[src/rtl/keyed_alu_pipe.sv]
// keyed_alu_pipe: two-stage keyed ALU with valid/ready handshakes on both sides.
// Stage 1 captures operands, op select and key. Stage 2 holds the keyed result.
// A wrapping counter tracks completed output handshakes.

module keyed_alu_pipe #(
  parameter int               WIDTH       = 8,
  parameter int               KEY_W       = 4,
  parameter logic [KEY_W-1:0] KEY_CORRECT = 4'hA,
  parameter int               COUNT_W     = 16
) (
  input  logic               clk,
  input  logic               rst,
  input  logic               in_valid,
  output logic               in_ready,
  input  logic [1:0]         sel,
  input  logic [WIDTH-1:0]   in1,
  input  logic [WIDTH-1:0]   in2,
  input  logic [KEY_W-1:0]   key,
  output logic [WIDTH-1:0]   out,
  output logic               out_valid,
  input  logic               out_ready,
  output logic               key_mismatch,
  output logic [COUNT_W-1:0] op_count
);

  localparam logic [1:0] OP_ADD  = 2'b00;
  localparam logic [1:0] OP_SUB  = 2'b01;
  localparam logic [1:0] OP_XOR  = 2'b10;
  localparam logic [1:0] OP_MASK = 2'b11;

  // Stage 1 registers
  logic [WIDTH-1:0] op1;
  logic [WIDTH-1:0] op2;
  logic [1:0]       sel_r;
  logic [KEY_W-1:0] key_r;
  logic             s1_valid;

  // Handshake and datapath nets
  logic             s2_free;
  logic             s1_adv;
  logic             accept;
  logic             out_fire;
  logic [WIDTH-1:0] op_result;
  logic [WIDTH-1:0] key_pat;
  logic             key_ok;
  logic [WIDTH-1:0] keyed_result;

  // Key replicated from the LSB upward and cut to the datapath width.
  function automatic logic [WIDTH-1:0] key_pattern(input logic [KEY_W-1:0] k);
    logic [WIDTH-1:0] p;
    p = '0;
    for (int i = 0; i < WIDTH; i++) begin
      p[i] = k[i % KEY_W];
    end
    return p;
  endfunction

  // S2 can take new data when empty or draining this cycle; S1 follows S2.
  always_comb begin
    s2_free  = !out_valid || out_ready;
    s1_adv   = s1_valid && s2_free;
    in_ready = !s1_valid || s2_free;
    accept   = in_valid && in_ready;
    out_fire = out_valid && out_ready;
  end

  // Select the raw ALU result from the stage-1 operands.
  always_comb begin
    op_result = '0;
    case (sel_r)
      OP_ADD:  op_result = op1 + op2;
      OP_SUB:  op_result = op1 - op2;
      OP_XOR:  op_result = op1 ^ op2;
      OP_MASK: op_result = (&(op1 ^ op2)) ? op1 : '0;
    endcase
  end

  // Scramble the result with the key pattern unless the key matches.
  always_comb begin
    key_pat      = key_pattern(key_r);
    key_ok       = (key_r == KEY_CORRECT);
    keyed_result = key_ok ? op_result : (op_result ^ key_pat);
  end

  // Stage 1: capture a new transaction, or empty out when it moves to S2.
  always_ff @(posedge clk) begin
    if (rst) begin
      s1_valid <= 1'b0;
      op1      <= '0;
      op2      <= '0;
      sel_r    <= '0;
      key_r    <= '0;
    end else if (accept) begin
      s1_valid <= 1'b1;
      op1      <= in1;
      op2      <= in2;
      sel_r    <= sel;
      key_r    <= key;
    end else if (s1_adv) begin
      s1_valid <= 1'b0;
    end
  end

  // Stage 2: load from S1 when free, otherwise hold or drain on handshake.
  always_ff @(posedge clk) begin
    if (rst) begin
      out_valid    <= 1'b0;
      out          <= '0;
      key_mismatch <= 1'b0;
    end else if (s1_adv) begin
      out_valid    <= 1'b1;
      out          <= keyed_result;
      key_mismatch <= !key_ok;
    end else if (out_ready) begin
      out_valid    <= 1'b0;
    end
  end

  // Count completed output handshakes, wrapping naturally at the top.
  always_ff @(posedge clk) begin
    if (rst) begin
      op_count <= '0;
    end else if (out_fire) begin
      op_count <= op_count + COUNT_W'(1);
    end
  end

endmodule

[config.mk]
export PLATFORM = sky130hd
export DESIGN_NAME = keyed_alu_pipe
export DESIGN_NICKNAME = d
export VERILOG_FILES = /design/src/rtl/keyed_alu_pipe.sv
export SDC_FILE = /design/constraint.sdc
export NUM_CORES = 1
export LEC_CHECK = 0
export BUFFER_PORTS_ARGS = -buffer_cell sky130_fd_sc_hd__buf_2
export CAP_MARGIN = 30
export CELL_PAD_IN_SITES_DETAIL_PLACEMENT = 2
export CELL_PAD_IN_SITES_GLOBAL_PLACEMENT = 2
export CORE_MARGIN = 2
export CORE_UTILIZATION = 34
export CTS_CLUSTER_SIZE = 20
export DETAILED_ROUTE_END_ITERATION = 7
export HOLD_SLACK_MARGIN = 0.06
export PLACE_DENSITY = 0.95
export SYNTH_ARGS = -nofsm -noshare
export SYNTH_HDL_FRONTEND = slang
export SYNTH_SLANG_ARGS = --single-unit
[constraint.sdc]
create_clock -name clk -period 7.3 [get_ports clk]
set_clock_uncertainty 0.15 [all_clocks]
set_input_delay 0.365 -clock clk [delete_from_list [all_inputs] [get_ports clk]]
set_output_delay 0.365 -clock clk [all_outputs]
set_load 0.05 [all_outputs]
# After elaboration in Yosys (flattened, before gate mapping)
# Index checks and enable logic that the tools add are counted.
[totals]
reg_bits = 49
inputBits = 26
output_inout_bits = 27
wordCells = 37
[op_classes]
add_sub_neg = 3
n_eq_ne = 4
muxes = 7
n_bitwise = 2
n_reduce_logical = 12
[ops]
columns = ["operator", "n"]
rows = [
  ["8-bit one-hot mux with 4 select lines", 1],
  ["16-bit by 1-bit adder with 16-bit output, second input constant", 1],
  ["8-bit two-way mux", 2],
  ["8-bit bitwise XOR", 2],
  ["8-bit adder", 1],
  ["8-bit AND reduction", 1],
  ["8-bit subtractor", 1],
  ["2-bit == test, second input constant", 2],
  ["4-bit == test, second input constant", 1],
  ["1-bit two-way mux", 4],
  ["2-bit nonzero test", 2],
  ["1-bit logical AND", 3],
  ["1-bit zero test", 3],
  ["2-bit by 1-bit == test with 1-bit output, second input constant", 1],
  ["2-bit zero test", 1],
  ["1-bit logical OR", 2],
]

# Longest topological paths before layout
# Gate-level depths: netlist of the first run.
[depth]
ltp_word = 6
depth_mapped = 11
depth_no_buf = 11

# Worst setup path before layout of the first run
# Ideal clock, no wire load.
[synth_path]
kind = "reg-to-reg"
startpoint = "reg sel_r[0]"
endpoint = "reg out[6]"
setup_time_ps = 117
arrival_ps = 2392
t_required_ps = 7033
slack_ps = 4640
stages_incl_launch_ff = 11
path_buffers = 1
period_less_slack_ps = 2660
path_cell_list = "dfxtp_1 > nor2b_1 > clkbuf_1 > mux2_2 > fa_1 > nor2b_1 > o31a_1 > o22ai_1 > mux2i_1 > a21o_1 > a32o_1"
[synth_via]
elab_chain_cells = 4
elab_cells_between_ends = 7
classes_between = "eq/ne (3); mux (2); bitwise (1); reduce/logical (1)"
[synth_lines]
columns = ["item", "line_no", "rtl"]
rows = [
  ["start: declaration", "34", "logic [1:0] sel_r;"],
  ["start signal: assignment", "97", "sel_r <= sel;"],
  ["2-bit == test, or another cell as far along", "70", "case (sel_r)"],
  ["8-bit one-hot mux with 4 select lines (*)", "70", ""],
  ["8-bit bitwise XOR", "82", "keyed_result = key_ok ? op_result : (op_result ^ key_pat);"],
  ["8-bit two-way mux (*)", "82", ""],
  ["end signal: assignment", "112", "out <= keyed_result;"],
  ["end: declaration", "19", "output logic [WIDTH-1:0] out,"],
]
# Mark *: on every way between the ends. The rest lies on a longest branch, timed or not.
# A chain may end at the register's enable or synchronous reset.

# Final worst setup path of the first run
[layout_path]
startpoint = "reg sel_r[1]"
endpoint = "reg out[6]"
# The elaborated chain is that of the path after synthesis.

==> flow_metrics.py, run 1 <==
metrics = {
    "clock_network": {
        "clk_latency_ns": 0.31,
        "cts_resized": 0,
        "numCtsBuffers": 5,
        "cts_tree": "done",
        "post-cts-setup-buffers": 0,
        "cts-hold-fix-buffers": 0,
        "clock_sinks": 49,
        "root_buffer": "clkbuf_8",
        "htreeDepth": 2,
        "clk_pin_slew_ns": 0.10,
        "cts.path.max_buffers": 2,
    },
    "drt": {
        "vias": 2570,
        "wl_um": 9170,
        "ant_nets": 0,
        "via_per_inst": 5.44,
        "drc": 0,
        "drtIter0Drc": 113,
        "dr.pass1.iters": 4,
        "routedWlPerCell_um": 19.4,
    },
    "worst_setup_path": {
        "crit_path_max_fanout": 14,
        "crit_arrival_ns": 3.24,
        "rr_endpoint": "out[6]",
        "slowest_stage": "nor2b_1",
        "reg2reg_depth": 9,
        "cp-start-kind": "register",
        "crit_chain": "nor2b_1 > mux2_2 > fa_1 > nor2b_1 > o31a_1 > o22ai_1 > mux2i_1 > a21o_1 > a32o_1",
        "worstSetupEndpointType": "register",
        "reg2reg_slack_ns": 4.13,
        "crit_type": "register to register",
        "critPathTopFamily": "simple AND/OR/NAND/NOR gates",
        "worstReg2RegStart": "sel_r[1]",
        "cp.buffers_inverters": 0,
        "crit_path_max_incr_delay_ns": 0.52,
        "crit_required_ns": 7.36,
        "cp_common_cell": "nor2b_1",
    },
    "run_status": {
        "status": "complete, no violations",
    },
    "synth": {
        "synth_cell_types": 51,
        "synth-main-ff-cell": "dfxtp_1",
        "synth_area_um2": 2640,
        "synth-edff-count": 0,
        "synth_nets": 362,
        "ys_seq_area_share_pct": 37.2,
        "ys_ff_latch": 49,
        "async_flop_share_pct": 0,
        "syn_inst": 326,
        "syn_area_per_cell_um2": 8.09,
        "synth-warning-count": 0,
    },
    "flow_run": {
        "drv_cap": 0,
    },
    "die": {
        "num_rows": 32,
        "io_pins": 53,
        "start_util_pct": 34.7,
        "die_h_um": 92.1,
        "dieArea_um2": 8480,
        "die_w_um": 92.1,
        "coreArea_um2": 7610,
    },
    "finish": {
        "final_common_cell": "nand2_1",
        "drive_gt1_share_pct": 19.2,
        "fin_nets": 405,
        "num_antenna_cells": 0,
        "final_cell_mix": "nand2_1, buf_2, dfxtp_1",
        "syn_to_final_growth_pct": 15.6,
    },
    "timing": {
        "fin_tns_setup_ns": 0,
        "rsz0062_at_grt": "false",
        "setup_violations": 0,
        "maxSlewHeadroom_pct": 46.3,
        "worst_pin_slew_ns": 0.805,
        "fin_crit_sh_pct": 43.5,
        "fin_crit_ns": 3.17,
        "slew_violations": 0,
        "hold_viol_final": 0,
        "max_freq_mhz": 315,
    },
    "global_route": {
        "grt_pass1_wl_um": 14700,
        "grt_start_max_net_pins": 44,
        "grtUsageTotal_pct": 22.2,
        "antenna_found_initial": 0,
        "grt_pass1_vias": 2888,
        "overflow": 0,
    },
    "pwr": {
        "switching_share_pct": 35.1,
        "ir_drop_mv": 0.0972,
        "clockPowerShare_pct": 26.9,
        "power.switching_uw": 224,
        "combPwrFrac_pct": 26.6,
        "seqPwrFrac_pct": 46.6,
        "p_int_uw": 413,
        "total_power_uw": 637,
        "power_per_cell_area_nw_per_um2": 209,
        "total_leakage_power_uw": 0.00130,
    },
    "min_path": {
        "holdCritStartpoint": "in2[5]",
        "hold_depth": 3,
        "min_to": "op2[5]",
        "worstHoldPathType": "primary input to register",
    },
    "place": {
        "post-dp-hpwl_um": 6710,
        "io_buffers": 52,
        "gp_congestion": 0.905,
    },
}
[cells by family (layout without fill, tap and decap cells)]
kind of cell / count (synthesis) / after routing / share of synthesized area [%]
and+or+nand+nor: 135 / 135 / 24.3
AOI/OAI and AO/OA: 70 / 70 / 16.7
DFF: 49 / 49 / 37.2
xor gates and xnor gates: 31 / 31 / 10.6
buffers and inverters: 26 / 70 / 4.27
adders and majority gates: 10 / 10 / 5.03
muxes: 5 / 5 / 1.95
[per-layer routing]
layer | vias up | wire length (um) | global-route usage, %
li1 | 1195 | - | -
met3 | 26 | 374 | 3.45
met1 | 1274 | 3620 | 24.4
met2 | 75 | 4820 | 41.3
met4 | 0 | 359 | 10.4
met5 | - | 0 | 0
[registers in the layout (all words and copies together), names as in the netlist]
| register | count |
|---|---|
| key_mismatch | 1 |
| key_r | 4 |
| op1 | 8 |
| op2 | 8 |
| op_count | 16 |
| out | 8 |
| out_valid | 1 |
| s1_valid | 1 |
| sel_r | 2 |
[synthesized netlist by cell type (3+ instances only)]
library cell	instances	area, um2
dfxtp_1	49	981
inv_1	9	33.8
a22o_1	5	43.8
or3_1	4	25.0
nor2_1	28	105
nand4_1	3	18.8
a21oi_1	38	190
mux2i_1	4	40.0
clkbuf_1	11	41.3
xnor2_1	11	96.3
nor3_1	6	30.0
and3_1	3	18.8
a32o_1	3	30.0
ha_1	9	113
o22ai_1	3	18.8
nand3_1	9	45.0
o21ai_0	6	30.0
nor2b_1	7	43.8
xor2_1	19	166
nand2_1	62	233
[layout make-up]
type | count | area (um2)
Fill cell | 898 | 4560
Inverter | 9 | 33.8
Clock buffer | 5 | 68.8
Clock inverter | 3 | 21.3
Timing Repair Buffer | 53 | 272
Multi-Input combinational cell | 251 | 1540
Tap cell | 102 | 128
Sequential cell | 49 | 981
[worst min-delay path, cell delays in order]
cell and delay, ns:
buf_2 0.09, nand2_1 0.04, a21oi_1 0.05
[metrics by stage]
step / setup WS, ns / instances / hold slack [ns] / cell area, um2 / utilization, %
6_report: 4.13 / 472 / 0.129 / 3050 / 40.1
4_1_cts: 4.11 / 472 / 0.130 / 3050 / 40.1
3_5_place_dp: 4.15 / 464 / 0.312 / 2960 / 38.9
2_1_floorplan: 4.64 / 326 / 0.300 / 2640 / -
5_1_grt: 3.98 / 472 / 0.150 / 3050 / 40.1
3_3_place_gp: 4.37 / 463 / 0.300 / 2950 / 38.7
[power groups by stage]
stage,Clock [uW],Sequential [uW],Combinational (uW)
final,171,297,169
after floorplan,0,314,108
after global placement,0,302,154
after detailed placement,0,303,165
after CTS,173,297,170
after global routing,182,299,184
[worst max path at each step]
stage	startpoint	end	slack (ns)	cells past startpoint
floorplan	sel_r[0]	out[6]	4.64	10
global placement	sel_r[1]	out[6]	4.37	9
detailed placement	sel_r[1]	out[6]	4.15	9
CTS	sel_r[1]	out[6]	4.11	9
global route	sel_r[1]	out[5]	3.98	10
finish	sel_r[1]	out[6]	4.13	9
Power figures use the tool's default switching activity.
==> run 2, diff against run 1 <==
Settings changed: CORE_UTILIZATION 34 to 29, PLACE_DENSITY 0.95 to 0.88.
Clock period 7.3 ns to 2.6 ns, I/O delays scaled along.
==> flow_metrics.py, run 2 (synthesized netlist as in run 1, its figures left out) <==
metrics = {
    "global_route": {
        "antenna_found_initial": 0,
        "grtUsageTotal_pct": 25.5,
        "overflow": 0,
        "grt_pass1_vias": 3253,
        "grt_pass1_wl_um": 19400,
        "grt_start_max_net_pins": 42,
    },
    "drt": {
        "drtIter0Drc": 118,
        "wl_um": 12900,
        "ant_nets": 0,
        "via_per_inst": 5.43,
        "drc": 0,
        "vias": 2874,
        "dr.pass1.iters": 4,
        "routedWlPerCell_um": 24.4,
    },
    "pwr": {
        "p_int_uw": 1420,
        "total_power_uw": 2210,
        "power.switching_uw": 785,
        "power_per_cell_area_nw_per_um2": 585,
        "seqPwrFrac_pct": 37.6,
        "clockPowerShare_pct": 27.5,
        "combPwrFrac_pct": 34.8,
        "total_leakage_power_uw": 0.00160,
        "switching_share_pct": 35.6,
        "ir_drop_mv": 0.299,
    },
    "timing": {
        "hold_viol_final": 0,
        "worst_pin_slew_ns": 0.686,
        "fin_crit_ns": 2.77,
        "slew_violations": 0,
        "rsz0062_at_grt": "true",
        "setup_violations": 6,
        "layout_setup_ws_ns": -0.169,
        "maxSlewHeadroom_pct": 54.1,
        "whs_ns": 0.198,
        "max_freq_mhz": 361,
        "fin_crit_sh_pct": 106,
    },
    "finish": {
        "final_common_cell": "nand2_1",
        "largest_reg_flops": 16,
        "top_register": "op_count",
        "final_cell_mix": "nand2_1, buf_2, dfxtp_1",
        "final.fill_count": 963,
        "syn_to_final_growth_pct": 43.0,
        "drive_gt1_share_pct": 33.5,
        "fin_nets": 456,
        "num_antenna_cells": 0,
    },
    "worst_setup_path": {
        "cp_common_cell": "a211oi_2",
        "slowest_stage": "fa_2",
        "crit_required_ns": 2.65,
        "crit_path_max_fanout": 2,
        "critPathTopFamily": "compound AO/OA/AOI/OAI gates",
        "reg2reg_depth": 11,
        "cp.depth": 11,
        "cp.buffers_inverters": 2,
        "crit_chain": "inv_2 > ha_4 > mux2_2 > fa_2 > nor2b_4 > o21ai_0 > a211oi_2 > a211oi_2 > buf_4 > xnor2_2 > a22o_1",
        "worstSetupEndpointType": "register",
        "cp-start-kind": "register",
        "crit_arrival_ns": 2.82,
        "crit_type": "register to register",
        "crit_path_max_incr_delay_ns": 0.42,
    },
    "clock_network": {
        "clk_pin_slew_ns": 0.12,
        "htreeDepth": 2,
        "cts_tree": "done",
        "cts.path.max_buffers": 2,
        "numCtsBuffers": 5,
        "clk_latency_ns": 0.32,
        "clock_sinks": 49,
        "root_buffer": "clkbuf_8",
    },
    "die": {
        "start_util_pct": 30.1,
        "coreArea_um2": 8760,
        "die_h_um": 99.4,
        "num_rows": 34,
        "io_pins": 53,
        "die_w_um": 99.4,
        "dieArea_um2": 9870,
    },
    "flow_run": {
        "drv_cap": 0,
    },
    "min_path": {
        "worstHoldPathType": "primary input to register",
        "hold_depth": 3,
    },
    "run_status": {
        "violations": "setup timing",
        "status": "complete, but fails checks",
    },
    "place": {
        "gp_congestion": 0.893,
        "io_buffers": 52,
        "post-dp-hpwl_um": 7010,
    },
}
run 2: cell count changes in the layout (fill, tap and decap cells not counted), sizes merged:
cell,change
clkinv,-1
bufinv,+1
clkinvlp,-1
dlygate4sd3,+24
inv,+1
buf,+27
run 2: tightest hold or removal path, delay by kind of cell:
family	cells	cell delay, ns
buffers and inverters	1	0.11
AND/OR/NAND/NOR	1	0.15
AO/OA/AOI/OAI	1	0.23
run 2: routing by layer:
| metal | part of all wire (%) | track usage [%] | up-vias |
|---|---|---|---|
| met5 | 0 | 0 | - |
| met4 | 1.8 | 8.75 | 0 |
| met3 | 3.5 | 5.06 | 18 |
| met2 | 53 | 47.1 | 73 |
| met1 | 42 | 29.2 | 1483 |
| li1 | - | - | 1300 |
run 2: worst paths after layout:
path	start	end	slack, ns
worst max-delay path	op2[1]	out[4]	-0.17
worst min-delay path	rst	out[0]	0.20
worst max register to register	op2[1]	out[4]	-0.17
worst min register to register	out[1]	out[1]	0.34
run 2: metrics by stage:
stage	std cells	setup slack (ns)	TNS (ns)	cell area (um2)	utilization [%]
floorplan	326	0.0119	0	2640	-
global placement	488	-0.0290	-0.0290	3100	35.3
detailed placement	488	-0.156	-0.661	3100	35.3
CTS	525	-0.0131	-0.0232	3610	41.2
global route	529	-0.232	-1.04	3770	43.0
finish	529	-0.169	-0.660	3770	43.0
run 2: layout make-up:
cell class / instances / area (um2) / share of cell area [%]
flip-flops and latches: 49 / 991 / 26.3
multi-input cells: 251 / 1770 / 47.0
well taps: 108 / 135 / 3.58
repair buffers: 104 / 722 / 19.1
clock inverters: 3 / 47.5 / 1.26
inverters: 9 / 33.8 / 0.896
clock buffers: 5 / 68.8 / 1.82
run 2: power groups by stage:
| stage | registers [uW] | clock network [uW] | logic, uW |
|---|---|---|---|
| final | 830 | 607 | 769 |
| after global routing | 834 | 657 | 808 |
| after CTS | 825 | 605 | 628 |
| after detailed placement | 838 | 0 | 521 |
| after global placement | 835 | 0 | 486 |
| after floorplan | 881 | 0 | 302 |
run 2: repair_timing:
item,4_1_cts,5_1_grt
buffers inserted,5,4
resized for setup,31,28
endpoints found under the setup margin,6,6
hold endpoints to repair,24,0
hold buffers,24,0
cloned,0,0
pin swaps,13,21
==> run 3, diff against run 2 <==
Settings changed: SKIP_CTS_REPAIR_TIMING set to 1.
==> flow_metrics.py, run 3 (synthesized netlist as in run 1, its figures left out) <==
metrics = {
    "timing": {
        "hold_viol_final": 0,
        "rsz0062_at_grt": "true",
        "fin_crit_ns": 2.79,
        "maxSlewHeadroom_pct": 47.4,
        "layout_setup_ws_ns": -0.195,
        "max_freq_mhz": 358,
        "setup_violations": 5,
        "fin_crit_sh_pct": 107,
        "worst_pin_slew_ns": 0.788,
        "slew_violations": 0,
    },
    "global_route": {
        "grt_pass1_vias": 2926,
        "grt_pass1_wl_um": 15400,
        "grtUsageTotal_pct": 19.7,
        "grt_start_max_net_pins": 42,
        "antenna_found_initial": 0,
        "overflow": 0,
    },
    "pwr": {
        "p_int_uw": 1420,
        "switching_share_pct": 35.5,
        "total_power_uw": 2200,
        "clockPowerShare_pct": 27.5,
        "power.switching_uw": 781,
        "seqPwrFrac_pct": 37.8,
        "total_leakage_power_uw": 0.00160,
        "power_per_cell_area_nw_per_um2": 583,
        "ir_drop_mv": 0.411,
        "combPwrFrac_pct": 34.8,
    },
    "finish": {
        "final.fill_count": 968,
        "largest_reg_flops": 16,
        "utilization_pct": 43.0,
        "drive_gt1_share_pct": 31.7,
        "num_antenna_cells": 0,
        "final_cells": 528,
        "fin_nets": 455,
        "final_cell_mix": "nand2_1, buf_2, dfxtp_1",
        "top_register": "op_count",
        "syn_to_final_growth_pct": 42.9,
        "stdcell_area_um2": 3770,
        "final_common_cell": "nand2_1",
    },
    "run_status": {
        "violations": "setup timing",
        "status": "complete, but fails checks",
    },
    "place": {
        "dpl.cell_count": 488,
        "place_area_um2": 3100,
        "post-dp-hpwl_um": 7010,
        "dp_slack_ns": -0.156,
        "io_buffers": 52,
        "gp_congestion": 0.893,
    },
    "clock_network": {
        "clk_pin_slew_ns": 0.11,
        "clock_sinks": 49,
        "numCtsBuffers": 5,
        "root_buffer": "clkbuf_8",
        "cts.path.max_buffers": 2,
        "clk_latency_ns": 0.32,
        "htreeDepth": 2,
        "cts_tree": "done",
    },
    "die": {
        "num_rows": 34,
        "start_util_pct": 30.1,
        "die_h_um": 99.4,
        "dieArea_um2": 9870,
        "io_pins": 53,
        "die_w_um": 99.4,
        "coreArea_um2": 8760,
    },
    "drt": {
        "ant_nets": 0,
        "vias": 2844,
        "routedWlPerCell_um": 23.9,
        "via_per_inst": 5.39,
        "dr.pass1.iters": 4,
        "drtIter0Drc": 104,
        "drc": 0,
        "wl_um": 12600,
    },
    "worst_setup_path": {
        "crit_chain": "inv_2 > ha_4 > mux2_4 > fa_2 > nor2b_4 > o21ai_2 > a211oi_2 > a211oi_2 > buf_4 > xnor2_1 > a22o_1",
        "worstReg2RegStart": "op2[1]",
        "crit_type": "register to register",
        "worstSetupEndpointType": "register",
        "reg2reg_depth": 11,
        "rr_endpoint": "out[4]",
        "crit_arrival_ns": 2.85,
        "cp-start-kind": "register",
        "crit_path_max_incr_delay_ns": 0.44,
        "slowest_stage": "fa_2",
        "crit_path_max_fanout": 2,
        "crit_required_ns": 2.66,
        "cp_common_cell": "a211oi_2",
        "reg2reg_slack_ns": -0.19,
    },
    "min_path": {
        "min_to": "op_count[12]",
        "hold_depth": 3,
        "holdCritStartpoint": "rst",
        "worstHoldPathType": "primary input to register",
    },
    "flow_run": {
        "drv_cap": 0,
    },
}
[run 3: per-layer routing]
layer / vias to the layer above / wire length (um) / track usage (%)
met5: - / 0 / 0
met4: 0 / 480 / 6.32
met3: 39 / 490 / 2.88
met2: 93 / 6490 / 36.6
met1: 1413 / 5160 / 23.1
li1: 1299 / - / -
[run 3: how the worst max path moves through the flow]
stage | startpoint | endpoint | slack, ns | cells after the start
floorplan | sel_r[0] | out[6] | 0.01 | 10
finish | op2[1] | out[4] | -0.19 | 11
global placement | op2[2] | out[7] | -0.03 | 10
detailed placement | sel_r[0] | out[5] | -0.16 | 12
global route | op2[3] | out[7] | -0.28 | 10
CTS | sel_r[0] | out[7] | -0.22 | 12
[run 3: area by class of cell]
class / instances / area [um2] / share of cell area [%]
Timing Repair Buffer: 103 / 726 / 19.2
Sequential cell: 49 / 986 / 26.2
Tap cell: 108 / 135 / 3.58
Multi-Input combinational cell: 251 / 1770 / 47.0
Clock inverter: 3 / 47.5 / 1.26
Clock buffer: 5 / 68.8 / 1.83
Inverter: 9 / 33.8 / 0.896
[run 3: power groups by stage]
stage / Clock [uW] / Sequential, uW / Combinational, uW
2_1_floorplan: 0 / 881 / 302
3_3_place_gp: 0 / 835 / 486
3_5_place_dp: 0 / 838 / 521
4_1_cts: 605 / 822 / 532
5_1_grt: 646 / 834 / 799
6_report: 604 / 830 / 765
[run 3: worst max-delay path, delay by kind of cell (launching register included)]
family                     cells  cell delay [ns]
AOI/OAI and AO/OA              4             0.64
xor gates and xnor gates       1             0.14
adders and majority gates      2             0.65
buffers and inverters          2             0.22
DFF                            1             0.38
muxes                          1             0.29
and+or+nand+nor                1             0.20
[run 3: stage by stage]
stage                     hold WS (ns)  TNS (ns)
after global routing             0.241     -1.07
after floorplan                 0.0974         0
after CTS                       -0.107     -1.15
final                            0.230    -0.681
after global placement           0.223   -0.0290
after detailed placement         0.238    -0.661
